<file path="config.mk">
export PLATFORM = sky130hd
export DESIGN_NAME = ack_collect
export DESIGN_NICKNAME = d
export VERILOG_FILES = /design/src/rtl/ack_collect.sv
export SDC_FILE = /design/constraint.sdc
export NUM_CORES = 1
export LEC_CHECK = 0
export BUFFER_PORTS_ARGS = -buffer_cell sky130_fd_sc_hd__buf_4
export CAP_MARGIN = 20
export CORE_AREA = 4 4 41 43
export DETAILED_ROUTE_END_ITERATION = 16
export DIE_AREA = 0 0 45 47
export GPL_TIMING_DRIVEN = 1
export SLEW_MARGIN = 0
export SYNTH_ARGS = -nofsm -noshare
export SYNTH_HDL_FRONTEND = slang
export SYNTH_SLANG_ARGS = --single-unit
</file>
<file path="constraint.sdc">
create_clock -name clk -period 1.7 [get_ports clk]
set_clock_uncertainty 0.2 [all_clocks]
set_input_delay 0.085 -clock clk [delete_from_list [all_inputs] [get_ports clk]]
set_output_delay 0.085 -clock clk [all_outputs]
set_load 0.02 [all_outputs]
</file>
<file path="src/rtl/ack_collect.sv">
// Merges NCH slave acknowledges into one registered ack/err pulse for a four-phase master request.
// Optional WAIT timeout is compiled in with ACKC_TIMEOUT_EN; without it WAIT lasts until an ack or req drop.
module ack_collect #(
  parameter int NCH = 4,
  parameter int TMO = 16,
  localparam int SW = $clog2(NCH)
) (
  input  logic           clk,
  input  logic           rst,
  input  logic           req,
  input  logic [NCH-1:0] ack_in,
  output logic           ack,
  output logic           err,
  output logic           tmo,
  output logic [SW-1:0]  sel,
  output logic           busy
);

  typedef enum logic [1:0] {S_IDLE, S_WAIT, S_DONE} state_t;

  state_t          state_q, state_d;
  logic            ack_q, ack_d;
  logic            err_q, err_d;
  logic [SW-1:0]   sel_q, sel_d;
  logic [SW-1:0]   low_idx;
  logic            any_ack;
  logic            multi_ack;

`ifdef ACKC_TIMEOUT_EN
  logic            tmo_q, tmo_d;
  logic [7:0]      cnt_q, cnt_d;
`endif

  // Lowest set index; clearing the lowest bit leaves something only if 2+ bits are set.
  always_comb begin
    low_idx = '0;
    for (int i = NCH - 1; i >= 0; i--) begin
      if (ack_in[i]) low_idx = SW'(i);
    end
    any_ack   = |ack_in;
    multi_ack = |(ack_in & (ack_in - {{(NCH-1){1'b0}}, 1'b1}));
  end

  always_comb begin
    state_d = state_q;
    ack_d   = 1'b0;
    err_d   = 1'b0;
    sel_d   = sel_q;
`ifdef ACKC_TIMEOUT_EN
    tmo_d   = tmo_q;
    cnt_d   = cnt_q;
`endif
    case (state_q)
      S_IDLE: begin
        if (req) begin
          state_d = S_WAIT;
          sel_d   = '0;
`ifdef ACKC_TIMEOUT_EN
          tmo_d   = 1'b0;
          cnt_d   = '0;
`endif
        end
      end
      S_WAIT: begin
        if (!req) begin
          state_d = S_IDLE;
        end else if (any_ack) begin
          // An ack on the timeout edge takes priority over the timeout.
          state_d = S_DONE;
          ack_d   = !multi_ack;
          err_d   = multi_ack;
          sel_d   = low_idx;
        end
`ifdef ACKC_TIMEOUT_EN
        else if (cnt_q == 8'(TMO - 1)) begin
          state_d = S_DONE;
          err_d   = 1'b1;
          tmo_d   = 1'b1;
        end else if (cnt_q != 8'hFF) begin
          cnt_d = cnt_q + 8'd1;
        end
`endif
      end
      S_DONE: begin
        if (!req) state_d = S_IDLE;
      end
      default: state_d = S_IDLE;
    endcase
  end

  always_ff @(posedge clk or posedge rst) begin
    if (rst) begin
      state_q <= S_IDLE;
      ack_q   <= 1'b0;
      err_q   <= 1'b0;
      sel_q   <= '0;
    end else begin
      state_q <= state_d;
      ack_q   <= ack_d;
      err_q   <= err_d;
      sel_q   <= sel_d;
    end
  end

`ifdef ACKC_TIMEOUT_EN
  always_ff @(posedge clk or posedge rst) begin
    if (rst) begin
      tmo_q <= 1'b0;
      cnt_q <= '0;
    end else begin
      tmo_q <= tmo_d;
      cnt_q <= cnt_d;
    end
  end

  assign tmo = tmo_q;
`else
  assign tmo = 1'b0;
`endif

  assign ack  = ack_q;
  assign err  = err_q;
  assign sel  = sel_q;
  assign busy = (state_q != S_IDLE);

endmodule

</file>
# Word-level counts from Yosys, hierarchy flattened
# Cells that the tools add are included.
# W data, S select, Z words.
# word_totals
regBits	6
in_bits	7
# op_classes
add_sub_neg	1
n_reduce_logical	8
n_mux	19
bitwise	1
n_eq_ne	7
# op_table
cell	count
$mux W2	11
$ne A2 B2 Y1 const B	4
$reduce_or A4 Y1	2
$mux W1	6
$pmux W2 S3	1
$and A4 B4 Y4	1
$pmux W2 S2	1
$reduce_and A4 Y1	1
$reduce_bool A2 Y1	2
$sub A4 B1 Y4 const B	1
$ne A3 B3 Y1 const B	1
$reduce_and A3 Y1	1
$eq A2 B1 Y1 const B	1
$eq A2 B2 Y1 const B	1
$logic_not A2 Y1	1
$logic_not A1 Y1	1

# Logic depth before layout (Yosys ltp)
# Gate-level depths: netlist (run 1).
# depth
word_depth	7
mapped_depth	3
ltp_nobuf	3

# Worst setup path before layout (run 1)
# OpenSTA, ideal clock, no wires.
# synth_path
kind	reg-to-reg
start	register state_q[0]
end	register sel_q[1] (netlist: sel[1])
t_required_ps	1423
slack_ps	470
path_stages_with_launch	3
arrival_time_ps	952
period_less_slack_ps	1230
n_path_buf	0
path_cell_list	dfrtp_1 or3b_2 a21oi_1
# synth_via
elab_chain_cells	3
word_cells_on_any_way	8
# synth_rtl
element	line_no	text
start: declaration	21	state_t state_q, state_d;
start signal: assignment	98	state_q <= state_d;
$eq A2 B1 Y1 / $logic_not A2 Y1 (equally long branches)	53	case (state_q)
$ne A2 B2 Y1 (no line) / $reduce_bool A2 Y1 (equally long branches)	--	
$reduce_and A4 Y1 (no line)	--	
end signal: assignment	101	sel_q <= sel_d;
end: declaration	24	logic [SW-1:0] sel_q, sel_d;
# Parallel ways exist; a longest one is shown, timed or not.
# A chain may end at the register's enable or synchronous reset.

# Final worst setup path (run 1)
# layout_path
start	input ack_in[0]
end	register state_q[1]
# layout_via
elab_chain_cells	3
# layout_rtl
element	line_no	text
start: declaration	11	input logic [NCH-1:0] ack_in,
$reduce_or A4 Y1	40	any_ack = |ack_in;
$ne A3 B3 Y1 (no line)	--	
$reduce_and A3 Y1 (no line)	--	
# Every way passes these cells.

==> impl_metrics.tcl, run 1 <==
set metrics [dict create \
    run_status "finished, final reports clean" \
    cts_sinks 6 \
    drv_cap 0 \
    max-clock-path-buffers 2 \
    ys_seq_elements 6 \
    num_rows 13 \
    place_area_um2 419 \
    syn_inst 36 \
    path_cells "buf_4 -> dlygate4sd3_1 -> or4_1 -> nand3_1 -> nand2_1" \
    nNetsFinal 65 \
    wl_per_cell_um 10.3 \
    fin_area_um2 512 \
    crit_fanout 5 \
    ant_nets 0 \
    io_buffers 11 \
    synth_area_um2 325 \
    hold_path_class "in2reg" \
    worstSetupPathType "in2reg" \
    rsz0062_at_grt "false" \
    cts_resized 0 \
    cpMaxStageDelayCell "dlygate4sd3_1" \
    utilization 0.393 \
    area_growth_pct 57.3 \
    drt_iter0_markers 2 \
    antenna_cells 0 \
    busiest_layer "met2" \
    required_ps 1630 \
    setup_viol_count_final 0 \
    initial_utilization 0.250 \
    fin_tns_setup_ps 0 \
    fp.dieW_um 45 \
    hold_buffers 7 \
    clockRootBuffer "clkbuf_4" \
    fmaxAchievable_ghz 0.647 \
    core_um2 1300 \
    grt-ovfl-total 0 \
    h-tree-depth 1 \
    cts_tree "done" \
    gp_congestion 0.708 \
    drc 0 \
    clk-insertion-delay-late_ps 240 \
    grt_pass1_vias 317 \
    slowest_delay_ps 570 \
    powerDensity_nw_per_um2 835 \
    cts_buffers 3 \
    hold_viol 0 \
    drive_above_1_share 0.321 \
    peakVddDrop_uv 303 \
    grt_pass1_wl_mm 1.26 \
    antenna_found_initial 0 \
    grt_max_degree 8 \
    worstSetupStartpointType "input port" \
    met2_usage 0.138 \
    grt_use_met1 0.0945 \
    vias 315 \
    ioPinCount 13 \
    crit_path_end_kind "flip-flop" \
    use_met3 0.0307 \
    crit_arrival_ps 1470 \
    cts_setup_buffers 0 \
    finalCriticalPeriod_ps 1550 \
    path_clk_slew_ps 40 \
    synth_nets 43 \
    die-area_um2 2120 \
    finalPower_mw 0.427 \
    drt_pre_antenna_iters 3 \
    routed_via_density 4.44 \
    synth_cell_types 20 \
    seq_area_frac_synth 0.462 \
    totalWireLength_um 734 \
    p_leak_nw 0.238 \
    finalCritPeriodShare 0.910 \
    yosysWarnings 0 \
    final_max_slew_viol_count 0 \
    grt_usage 0.0873 \
    die_h_um 47 \
    postSynthAreaPerCell_um2 9.04 \
]
[synthesized netlist by cell type]
cell type  instances  area [µm²]
conb_1             1        3.75
inv_1              2        7.51
nor2b_1            1        6.26
o211ai_1           1        7.51
a21boi_1           1        7.51
nor3_1             2        10.0
or4_1              1        7.51
or2_2              3        18.8
dfrtp_1            6         150
nand3b_1           2        15.0
xor2_1             1        8.76
or3b_2             1        8.76
a21oi_1            5        25.0
nor2_1             1        3.75
o21ai_0            1        5.00
buf_4              1        7.51
nand3_1            1        5.00
nand2b_1           1        6.26
nand2_1            3        11.3
maj3_1             1        10.0
[worst paths after layout]
path / slack [ps] / cells after the start / from / endpoint
worst max-delay path: 150 / 5 / ack_in[0] / state_q[1]
worst min-delay path: 20 / 3 / ack_in[0] / ack
worst max register to register: 360 / 3 / state_q[1] / err
worst min register to register: 320 / 2 / state_q[1] / state_q[1]
max in group asynchronous: 990 / 3 / rst / state_q[1]
min in group asynchronous: 120 / 3 / rst / sel[1]
[cells by family (layout without fill, tap and decap cells)]
family | after synthesis | after routing | share of synthesized area
simple gates | 16 | 16 | 0.285
compound gates | 8 | 8 | 0.138
flops | 6 | 6 | 0.462
buf+inv | 3 | 23 | 0.0462
fa+ha+maj | 1 | 1 | 0.0308
other cells | 1 | 1 | 0.0115
xor+xnor | 1 | 1 | 0.0269
[routing by layer]
| layer | vias to the layer above | share of wire |
|---|---|---|
| met2 | 8 | 0.49 |
| li1 | 163 | - |
| met5 | - | 0 |
| met3 | 2 | 0.084 |
| met1 | 142 | 0.42 |
| met4 | 0 | 0.011 |
[per-stage QoR]
stage | setup WS, ps | std cells | hold slack, ps
floorplan | 470 | 36 | -324
global placement | 389 | 61 | -180
detailed placement | 345 | 61 | -177
CTS | 161 | 71 | 16.2
global route | 97.1 | 71 | 36.6
finish | 154 | 71 | 20.2
[cell type report]
cell class / count / area [µm²]
clock buffers: 3 / 22.5
fillers: 151 / 790
inverters: 2 / 7.51
multi-input cells: 27 / 160
flip-flops and latches: 6 / 150
well taps: 15 / 18.8
repair buffers: 18 / 153
[placed cells by master (no fill, tap or decap)]
cell | synthesis | routed
buf_4 | 1 | 11
nor2_1 | 1 | 1
or2_2 | 3 | 3
maj3_1 | 1 | 1
o21ai_0 | 1 | 1
nand2_1 | 3 | 3
inv_1 | 2 | 2
a21oi_1 | 5 | 5
nor2b_1 | 1 | 1
a21boi_1 | 1 | 1
nand3_1 | 1 | 1
dlygate4sd3_1 | 0 | 7
dfrtp_1 | 6 | 6
nand3b_1 | 2 | 2
nor3_1 | 2 | 2
conb_1 | 1 | 1
or4_1 | 1 | 1
clkbuf_4 | 0 | 3
or3b_2 | 1 | 1
xor2_1 | 1 | 1
nand2b_1 | 1 | 1
o211ai_1 | 1 | 1
[sequential cells by signal (all words and copies together) (netlist names)]
| signal | count |
|---|---|
| ack | 1 |
| err | 1 |
| sel | 2 |
| state_q | 2 |
[report_power, final]
group,internal [mW],switching [mW]
logic,0.0626,0.0627
clock network,0.0796,0.0482
registers,0.162,0.0128
total,0.304,0.124
[critical path: cells and delay by family]
| kind | cells | cell delay [ps] |
|---|---|---|
| AND/OR/NAND/NOR | 3 | 690 |
| buffers and inverters | 2 | 700 |
Note: power is estimated with default switching activity, not from simulation.
==> run 2: changes to the inputs <==
- PLACE_DENSITY_LB_ADDON: default -> 0.15
==> run 2 against run 1 <==
Compared with the run above: clock power barely moved; cell area increased by 1.5%; sequential share of layout area fell by 0.42 points; largest cell class unchanged; sequential power barely moved; worst hold slack got worse by 12 ps; global-route usage rose by 0.18 points; register-to-register slack improved by 40 ps; combinational power increased by 3%.
==> impl_metrics.tcl, run 2 (synthesized netlist as in run 1, its figures left out) <==
set metrics [dict create \
    run_status "finished, final reports clean" \
    drt_iter0_markers 4 \
    grt_max_degree 8 \
    whs_endpoint "sel[0]" \
    crit_path_end_kind "flip-flop" \
    fin_tns_setup_ps 0 \
    setup_viol_count_final 0 \
    max-clock-path-buffers 2 \
    dp_cells 62 \
    num_rows 13 \
    required_ps 1640 \
    crit_fanout 5 \
    hold_path_depth 4 \
    crit_arrival_ps 1470 \
    area_growth_pct 59.6 \
    antenna_cells 0 \
    layout_common_cells "buf_4, dlygate4sd3_1, dfrtp_1" \
    cts_resized 0 \
    initial_utilization 0.250 \
    grt_usage 0.0891 \
    hold_path_class "in2reg" \
    final_max_slew_viol_count 0 \
    core_um2 1300 \
    p_sw_mw 0.127 \
    drt_pre_antenna_iters 2 \
    nNetsFinal 66 \
    gp_congestion 0.777 \
    p_sw_frac 0.293 \
    totalWireLength_um 753 \
    utilization 0.399 \
    final_cells 72 \
    p_int_mw 0.307 \
    place_hpwl_um 536 \
    powerDensity_nw_per_um2 836 \
    fp.dieW_um 45 \
    combPwrFrac 0.296 \
    cts_buffers 3 \
    p_leak_nw 0.243 \
    io_buffers 11 \
    ioPinCount 13 \
    reg2reg_from "state_q[0]" \
    cts_sinks 6 \
    worstSetupPathType "in2reg" \
    grt-ovfl-total 0 \
    drc 0 \
    clockRootBuffer "clkbuf_4" \
    grt_pass1_vias 322 \
    cts_setup_buffers 0 \
    timing.rr.end "sel[1]" \
    final_common_cell "buf_4" \
    grt_pass1_wl_mm 1.23 \
    fmaxAchievable_ghz 0.652 \
    rsz0062_at_grt "false" \
    p_clk_frac 0.302 \
    die_h_um 47 \
    drv_cap 0 \
    peakVddDrop_uv 275 \
    clk-insertion-delay-late_ps 250 \
    finalCriticalPeriod_ps 1530 \
    drive_above_1_share 0.333 \
    pwr-share-seq 0.402 \
    die-area_um2 2120 \
    path_clk_slew_ps 50 \
    h-tree-depth 1 \
    ant_nets 0 \
    r2r_cells 2 \
    finalCritPeriodShare 0.902 \
    r2r_slack_ps 400 \
    routed_via_density 4.56 \
    cts_tree "done" \
    antenna_found_initial 0 \
    worstHoldStart "ack_in[2]" \
    hold_viol 0 \
    worstSetupStartpointType "input port" \
    vias 328 \
    wl_per_cell_um 10.5 \
]
[run 2: changes by cell type in the layout (fill, tap and decap cells not counted)]
| cell | before | now |
|---|---|---|
| buf_4 | 11 | 12 |
[run 2: layout make-up]
cell class                 instances  area, µm²
multi-input combinational         27        160
sequential                         6        150
tap                               15       18.8
timing repair buffer              19        160
fill                             142        782
clock buffer                       3       22.5
inverter                           2       7.51
[run 2: metal layers]
layer | GRT usage | vias to the layer above | part of all wire | wire length (µm)
li1 | - | 165 | - | -
met3 | 0.0153 | 5 | 0.093 | 70
met4 | 0.140 | 0 | 0.064 | 48
met5 | 0 | - | 0 | 0
met1 | 0.0882 | 143 | 0.42 | 318
met2 | 0.130 | 15 | 0.42 | 315
[run 2: worst max-delay path by stage]
stage,from,endpoint,slack (ps),cells past startpoint
after detailed placement,state_q[0],sel[1],400,2
after CTS,ack_in[0],state_q[1],180,5
after floorplan,state_q[0],sel[1],470,2
final,ack_in[0],state_q[1],170,5
after global placement,state_q[0],sel[1],450,2
after global routing,ack_in[0],state_q[1],100,5
[run 2: worst max-delay path, cell delays in order]
cell,delay (ps)
buf_4,130
dlygate4sd3_1,570
or4_1,550
nand3_1,100
nand2_1,50
[run 2: metrics by stage]
stage	area (µm²)	total power [mW]	hold slack (ps)	setup WS, ps
global placement	427	0.293	-185	446
CTS	519	0.442	2.40	178
global route	519	0.466	38.1	99.7
finish	519	0.434	7.93	167
floorplan	325	0.240	-324	470
detailed placement	427	0.295	-180	399
[run 2: power by group through the flow]
stage | combinational [mW] | sequential, mW | clock [mW]
after floorplan | 0.0510 | 0.189 | 0
after global placement | 0.117 | 0.175 | 0
after detailed placement | 0.118 | 0.177 | 0
after CTS | 0.130 | 0.175 | 0.137
after global routing | 0.141 | 0.178 | 0.147
final | 0.129 | 0.175 | 0.131
[run 2: repair_timing]
item                                    in CTS  in global routing
endpoints found under the setup margin       0                  0
hold endpoints to repair                    12                  0
hold buffers                                 7                  0
